<file path="src/rtl/ps2_rx_ctrl.sv">
// Host-side PS/2 receiver: synchronizes the PS/2 lines, assembles and checks 11-bit frames,
// folds E0/F0 prefixes into flags and queues key events in a first-word-fall-through FIFO.
module ps2_rx_ctrl #(
    parameter int unsigned FIFO_DEPTH  = 8,
    parameter int unsigned TIMEOUT_CYC = 4096
) (
    input  logic       clk,
    input  logic       rst,
    input  logic       ps2_clk,
    input  logic       ps2_data,
    input  logic       out_ready,
    output logic       out_valid,
    output logic [7:0] out_code,
    output logic       out_break,
    output logic       out_ext,
    output logic       frame_err,
    output logic       overflow,
    input  logic       clr_err
);

    localparam int unsigned PtrW = (FIFO_DEPTH > 1) ? $clog2(FIFO_DEPTH) : 1;
    localparam int unsigned CntW = $clog2(FIFO_DEPTH + 1);
    localparam int unsigned TmoW = $clog2(TIMEOUT_CYC + 1);

    localparam logic [TmoW-1:0] TmoLast  = TmoW'(TIMEOUT_CYC - 1);
    localparam logic [CntW-1:0] FullCnt  = CntW'(FIFO_DEPTH);
    localparam logic [7:0]      ExtCode  = 8'hE0;
    localparam logic [7:0]      BrkCode  = 8'hF0;

    typedef enum logic [1:0] {
        StIdle,
        StShift,
        StCheck
    } state_e;

    // ------------------------------------------------------------------
    // Input synchronizers; lines idle high, so reset to 1 to avoid a false edge.
    // ------------------------------------------------------------------
    logic [2:0] clk_sync_q;
    logic [2:0] data_sync_q;
    logic       fall;
    logic       sample;

    always_ff @(posedge clk) begin
        if (rst) begin
            clk_sync_q  <= 3'b111;
            data_sync_q <= 3'b111;
        end else begin
            clk_sync_q  <= {clk_sync_q[1:0], ps2_clk};
            data_sync_q <= {data_sync_q[1:0], ps2_data};
        end
    end

    assign fall   = (clk_sync_q[2:1] == 2'b10);
    assign sample = data_sync_q[2];

    // ------------------------------------------------------------------
    // Frame FSM
    // ------------------------------------------------------------------
    state_e          state_q, state_d;
    logic [10:0]     shift_q, shift_d;
    logic [3:0]      bit_cnt_q, bit_cnt_d;
    logic [TmoW-1:0] tmo_q, tmo_d;
    logic            ext_pend_q, ext_pend_d;
    logic            brk_pend_q, brk_pend_d;

    logic            frame_ok;
    logic [7:0]      frame_byte;
    logic            push_req;
    logic [9:0]      push_entry;

    assign frame_byte = shift_q[8:1];
    assign frame_ok   = ~shift_q[0] & shift_q[10] & (^shift_q[9:1]);
    assign push_entry = {ext_pend_q, brk_pend_q, frame_byte};

    always_ff @(posedge clk) begin
        if (rst) begin
            state_q    <= StIdle;
            shift_q    <= '0;
            bit_cnt_q  <= '0;
            tmo_q      <= '0;
            ext_pend_q <= 1'b0;
            brk_pend_q <= 1'b0;
        end else begin
            state_q    <= state_d;
            shift_q    <= shift_d;
            bit_cnt_q  <= bit_cnt_d;
            tmo_q      <= tmo_d;
            ext_pend_q <= ext_pend_d;
            brk_pend_q <= brk_pend_d;
        end
    end

    always_comb begin
        state_d    = state_q;
        shift_d    = shift_q;
        bit_cnt_d  = bit_cnt_q;
        tmo_d      = tmo_q;
        ext_pend_d = ext_pend_q;
        brk_pend_d = brk_pend_q;
        push_req   = 1'b0;
        frame_err  = 1'b0;

        unique case (state_q)
            StIdle: begin
                tmo_d = '0;
                if (fall) begin
                    shift_d   = {sample, shift_q[10:1]};
                    bit_cnt_d = 4'd1;
                    state_d   = StShift;
                end
            end
            StShift: begin
                if (fall) begin
                    shift_d   = {sample, shift_q[10:1]};
                    bit_cnt_d = bit_cnt_q + 4'd1;
                    tmo_d     = '0;
                    if (bit_cnt_q == 4'd10) begin
                        state_d = StCheck;
                    end
                end else if (tmo_q == TmoLast) begin
                    // Keyboard stalled mid-frame: drop it silently.
                    state_d   = StIdle;
                    bit_cnt_d = '0;
                    tmo_d     = '0;
                end else begin
                    tmo_d = tmo_q + 1'b1;
                end
            end
            StCheck: begin
                state_d   = StIdle;
                bit_cnt_d = '0;
                tmo_d     = '0;
                if (!frame_ok) begin
                    frame_err  = 1'b1;
                    ext_pend_d = 1'b0;
                    brk_pend_d = 1'b0;
                end else if (frame_byte == ExtCode) begin
                    ext_pend_d = 1'b1;
                end else if (frame_byte == BrkCode) begin
                    brk_pend_d = 1'b1;
                end else begin
                    push_req   = 1'b1;
                    ext_pend_d = 1'b0;
                    brk_pend_d = 1'b0;
                end
            end
            default: begin
                state_d   = StIdle;
                bit_cnt_d = '0;
            end
        endcase
    end

    // ------------------------------------------------------------------
    // Event FIFO, entry = {ext, break, code}
    // ------------------------------------------------------------------
    logic [9:0]      mem_q [FIFO_DEPTH];
    logic [PtrW-1:0] wr_ptr_q, rd_ptr_q;
    logic [CntW-1:0] count_q;
    logic            overflow_q;
    logic            full;
    logic            pop;
    logic            push;
    logic            drop;

    assign full      = (count_q == FullCnt);
    assign out_valid = (count_q != '0);
    assign pop       = out_valid & out_ready;
    // A full FIFO still takes the event when the head leaves in the same cycle.
    assign push      = push_req & (~full | pop);
    assign drop      = push_req & full & ~pop;

    always_ff @(posedge clk) begin
        if (push) begin
            mem_q[wr_ptr_q] <= push_entry;
        end
    end

    always_ff @(posedge clk) begin
        if (rst) begin
            wr_ptr_q   <= '0;
            rd_ptr_q   <= '0;
            count_q    <= '0;
            overflow_q <= 1'b0;
        end else begin
            if (push) begin
                wr_ptr_q <= wr_ptr_q + 1'b1;
            end
            if (pop) begin
                rd_ptr_q <= rd_ptr_q + 1'b1;
            end
            if (push && !pop) begin
                count_q <= count_q + 1'b1;
            end else if (pop && !push) begin
                count_q <= count_q - 1'b1;
            end
            overflow_q <= drop | (overflow_q & ~clr_err);
        end
    end

    assign overflow  = overflow_q;
    assign out_ext   = mem_q[rd_ptr_q][9];
    assign out_break = mem_q[rd_ptr_q][8];
    assign out_code  = mem_q[rd_ptr_q][7:0];

endmodule
</file>
<file path="config.mk">
export PLATFORM = sky130hd
export DESIGN_NAME = ps2_rx_ctrl
export DESIGN_NICKNAME = d
export VERILOG_FILES = /design/src/rtl/ps2_rx_ctrl.sv
export SDC_FILE = /design/constraint.sdc
export NUM_CORES = 1
export LEC_CHECK = 0
export BUFFER_PORTS_ARGS = -buffer_cell sky130_fd_sc_hd__buf_2
export CAP_MARGIN = 25
export CORE_ASPECT_RATIO = 0.9
export CORE_UTILIZATION = 25
export CTS_CLUSTER_DIAMETER = 150
export DETAILED_ROUTE_END_ITERATION = 10
export PLACE_DENSITY = 0.42
export SKIP_CTS_REPAIR_TIMING = 1
export SYNTH_ARGS = -nofsm -noshare
export SYNTH_HDL_FRONTEND = slang
export SYNTH_SLANG_ARGS = --single-unit
</file>
<file path="constraint.sdc">
create_clock -name clk -period 10 [get_ports clk]
set_input_delay 0.5 -clock clk [delete_from_list [all_inputs] [get_ports clk]]
set_output_delay 0.5 -clock clk [all_outputs]
set_load 0.01 [all_outputs]
</file>
# Word level (Yosys, flattened, before mapping)
# Memory sizes are Yosys's and may differ from the RTL's. A register that Yosys moved wholly into a read port is not among the register bits.
# Cells that the tools add are included.
# W data, S select, Z words.
[totals]
regBits = 49
ramBits = 80
output_inout_bits = 13
n_memories = 1
[op_classes]
n_addsub = 6
n_eq_ne = 13
mux = 30
bitwise = 13
reduce_logical = 16
[mem_list]
columns = ["memory", "depth", "word_bits", "read_ports", "rd_clocked_by_memory_dff", "wr", "line", "rtl"]
rows = [
  ["mem_q", 8, 10, 1, 1, 1, "158", "logic [9:0] mem_q [FIFO_DEPTH];"],
]
[ops]
columns = ["op", "n"]
rows = [
  ["$mux W13", 2],
  ["$pmux W13 S2", 1],
  ["$mux W4", 5],
  ["$eq A8 B8 Y1 const B", 2],
  ["$mux W1", 14],
  ["$add A13 B1 Y13 const B", 1],
  ["$eq A13 B12 Y1 const B", 1],
  ["$ne A3 B3 Y1 const B", 3],
  ["$reduce_xor A9 Y1", 1],
  ["$add A4 B1 Y4 const B", 2],
  ["$eq A4 B4 Y1 const B", 2],
  ["$mux W2", 4],
  ["$pmux W4 S2", 1],
  ["$reduce_and A2 Y1", 4],
  ["$and A1 B1 Y1", 7],
  ["$add A3 B1 Y3 const B", 2],
  ["$mux W3", 2],
  ["$eq A2 B2 Y1 const B", 2],
  ["$ne A2 B2 Y1 const B", 2],
  ["$not A1 Y1", 4],
  ["$pmux W2 S2", 1],
  ["$reduce_bool A2 Y1", 2],
  ["$reduce_bool A4 Y1", 1],
  ["$reduce_or A2 Y1", 2],
  ["7 further kinds", 10],
]

# Longest topological paths before layout
[depth]
depth_word = 10
depth_mapped = 13
mapped_depth_nobuf = 13

# Worst setup path after synthesis
# Ideal clock, no wire load.
[synth_timing]
path_type = "register to register"
from = "register shift_q[8]"
to = "memory mem_q[0][0] (enable)"
setup_ns = 0.407
arrival_time_ns = 2.901
required_time_ns = 9.593
slack_ns = 6.692
path_stages_with_launch = 6
path_buffers = 0
period_less_slack_ns = 3.308
path_cell_list = "dfxtp_1 -> ha_1 -> xnor3_2 -> xnor2_2 -> nor4_4 -> nor4b_1"
[synth_between]
elab_chain_len = 8
elab_cells_between_ends = 11
classes_between = "eq/ne (2); mux (6); bitwise (2); reduce/logical (1)"
[synth_rtl]
columns = ["element", "line", "rtl"]
rows = [
  ["start: declaration", "61", "logic [10:0] shift_q, shift_d;"],
  ["start signal: assignment", "86", "shift_q <= shift_d;"],
  ["$eq A8 B8 Y1", "140", "end else if (frame_byte == BrkCode) begin"],
  ["$mux W1", "140", ""],
  ["$mux W1", "138", "end else if (frame_byte == ExtCode) begin"],
  ["$mux W1 *", "134", "if (!frame_ok) begin"],
  ["$mux W1 *", "104", "unique case (state_q)"],
  ["$and A1 B1 Y1 *", "171", "assign push = push_req & (~full | pop);"],
  ["via push", "164", "logic push;"],
  ["$mux W1 *", "175", "if (push) begin"],
  ["$mux W1 (implied by the code) *", "176", "mem_q[wr_ptr_q] <= push_entry;"],
  ["end: declaration", "158", ""],
]
# Mark *: on every way through the listed nets, which the timed path passes. The rest lies on a longest branch.

# Worst setup path in the final report
[layout_timing]
from = "register shift_q[7]"
to = "register count_q[3]"
[layout_between]
elab_chain_len = 9
elab_cells_between_ends = 14
classes_between = "eq/ne (2); mux (5); bitwise (2); reduce/logical (5)"
[layout_rtl]
columns = ["element", "line", "rtl"]
rows = [
  ["$eq A8 B8 Y1", "140", ""],
  ["$mux W1", "140", ""],
  ["$mux W1", "138", ""],
  ["$mux W1 *", "134", ""],
  ["$mux W1 *", "104", ""],
  ["$and A1 B1 Y1 *", "171", ""],
  ["via push", "164", ""],
  ["$logic_not A1 Y1", "195", "end else if (pop && !push) begin"],
  ["$logic_and A1 B1 Y1", "195", ""],
  ["$reduce_bool A2 Y1 (no source line)", "n/a", ""],
  ["end signal: assignment", "194", "count_q <= count_q + 1'b1;"],
  ["end signal: assignment", "196", "count_q <= count_q - 1'b1;"],
  ["end: declaration", "160", "logic [CntW-1:0] count_q;"],
]
# Marks and branches as above.
# A chain may end at the register's enable or synchronous reset.

==> metrics.txt <==
Yosys cell types 52; overall routed net length ~12 mm; Non-Filler Instances between 700 and 800; die outline width about 160 µm; ys flop type edfxtp_1; post-layout min period 3.53 ns; final core occ a little over 30%; Synth async-reset ratio 0%; Post-synth EDFFs 80; GRT Total Usage between 10% and 20%; fin crit share a little over a third; Worst Tran Pin Value 0.938 ns; Seq/Total Area, Yosys between 60% and 70%; height of the chip 143 µm; Reg clk slew, reported paths ~0.06 ns; yosys warns 0; Req. time, crit path 10.34 ns; status finished, final reports clean; # Max-Cap Violations 0; Layout Nets 460; CP endpoint kind flop; Synth Instances between 400 and 500; setup violators final 0; final instance area 6600 µm²; Fin. Hold Viols 0; Slew Limit Fails 0; clk buf depth 2; DRT Pass-1 Iters 5; commonest non-fill, non-tap cell in the layout edfxtp_1; global-route wire length before repair 18.9 mm; Power Total 1.34 mW; Synth Area per Inst approximately 13 µm²; core footprint roughly 22,000 µm²; DR WL met2 between 5 and 6 mm; TritonCTS clock tree yes; root buffer cell clkbuf_16; Clock Latency Late Sink ~0.41 ns; Tightest Hold Check Type input pin to flop; CP max FO 11; #FFs+latches synth about 130; Top Metal Used met4; Boundary Pins 19; antenna cells 0; Worst EP arrival 3.87 ns; Hold WS ~0.27 ns; worst IR drop on VDD 105 µV; syn_nets 432; power density of the placed cells 204 nW/µm²; synthesized area about 5500 µm²; Num CTS Buffers 17; initial antenna violation count 0; RSZ-0062 raised after global routing false; Final Worst Setup Slack 6.47 ns; # port buffers 18; cell count after placement approximately 710; Rows between 50 and 60; layout cells sized above 1 about a quarter; largest net degree at the start of global routing 46; Startpoint Class flop; die area 22,800 µm²; Initial Util about 26%; Overflow after GRT 0; Worst Setup Path Type flop to flop; vias in the first global route between 3,000 and 4,000; Setup TNS 0 ns; Area Overhead vs Synth 19.2%; DP Area 6020 µm²; Post-DRT Antenna Nets 0; Leak between 2 and 2.5 nW; hpwl dp ~7.3 mm; vias per cell approximately 4.5; clk_skew ~0.010 ns; H-tree depth 4; commonest cells after routing, fill and taps aside edfxtp_1 (80), dfxtp_1 (52), nor2_1 (31); # DRC 0; DRT met1 WL ~5.6 mm; via count between 3,000 and 4,000; relative slew slack between 30% and 40%; Routability Congestion roughly 0.73; wire length on met3 ~350 µm; DP Worst Slack about 6.5 ns; Max Clock Freq roughly 280 MHz; Clock Sinks 132; DRT iter0 DRCs about 160; DR WL/cell between 15 and 20 µm
-- state kept, by name (all words and copies together), names as in the netlist, named ones only --
name         count
bit_cnt_q        4
brk_pend_q       1
clk_sync_q       3
count_q          4
data_sync_q      3
ext_pend_q       1
mem_q           80
overflow         1
rd_ptr_q         3
shift_q         11
state_q          2
tmo_q           13
wr_ptr_q         3
-- Yosys cell counts, drive strengths merged, types with 2 or more instances --
cell type | number | share of area (%)
edfxtp | 80 | 43
dfxtp | 52 | 19
nor2 | 31 | 2.1
nand2 | 29 | 2.0
a21oi | 26 | 2.3
o21ai | 22 | 2.0
mux4 | 20 | 8.1
nand3 | 20 | 1.9
ha | 13 | 2.9
inv | 12 | 0.81
mux2 | 11 | 2.2
clkbuf | 10 | 0.68
nor3 | 9 | 0.99
buf | 8 | 0.63
or2 | 8 | 0.90
nand2b | 7 | 0.79
nor4 | 7 | 1.4
xor2 | 6 | 1.3
or3 | 4 | 0.45
xnor2 | 4 | 0.77
a31oi | 3 | 0.34
nor2b | 3 | 0.34
nor3b | 3 | 0.59
a32oi | 2 | 0.32
and3 | 2 | 0.23
mux2i | 2 | 0.36
nand4 | 2 | 0.23
nand4b | 2 | 0.32
-- cell type report --
type / count / area [µm²]
Clock buffer: 17 / 425
Clock inverter: 14 / 153
Fill cell: 2206 / 15100
Inverter: 12 / 45.0
Multi-Input combinational cell: 250 / 1990
Sequential cell: 132 / 3440
Tap cell: 291 / 364
Timing Repair Buffer: 27 / 178
-- metal layers --
metal  track usage [%]  vias up
li1                  -     1609
met1              13.8     1644
met2              18.2       45
met3              3.17        9
met4              4.96        0
met5                 0        -
-- kinds of logic (layout without fill, tap and decap cells) --
family	after synthesis	in the layout	share of synthesized area, %
DFF	132	132	62.2
and+or+nand+nor	132	132	13.1
AOI/OAI and AO/OA	60	60	6.10
muxes	33	33	10.7
buffers and inverters	30	70	2.12
adders and majority gates	14	14	3.30
xor gates and xnor gates	11	11	2.48
-- path summary, 6_finish.rpt --
| kind | startpoint | end | slack, ns | cells after the start |
|---|---|---|---|---|
| setup / recovery | shift_q[7] | count_q[3] | 6.47 | 12 |
| setup reg to reg | shift_q[7] | count_q[3] | 6.47 | 12 |
| hold reg to reg | clk_sync_q[0] | clk_sync_q[1] | 0.41 | 1 |
| hold / removal | ps2_data | data_sync_q[0] | 0.27 | 2 |
-- report_power, final --
| group | switching (mW) | total, mW | internal [mW] |
|---|---|---|---|
| Combinational | 0.0670 | 0.145 | 0.0775 |
| Sequential | 0.0126 | 0.593 | 0.581 |
| Clock | 0.238 | 0.606 | 0.368 |
-- critical path, cell delays in order, from the launching register on --
cell and delay, ns:
dfxtp_1 0.55, ha_1 0.31, xnor3_2 0.38, xnor2_2 0.18
nor4_4 0.53, ha_1 0.28, inv_1 0.09, ha_1 0.28
a21o_1 0.17, a21oi_1 0.16, xnor2_1 0.08, or3_1 0.30
a21oi_1 0.14
No activity file was read; power rests on OpenSTA's default activity.
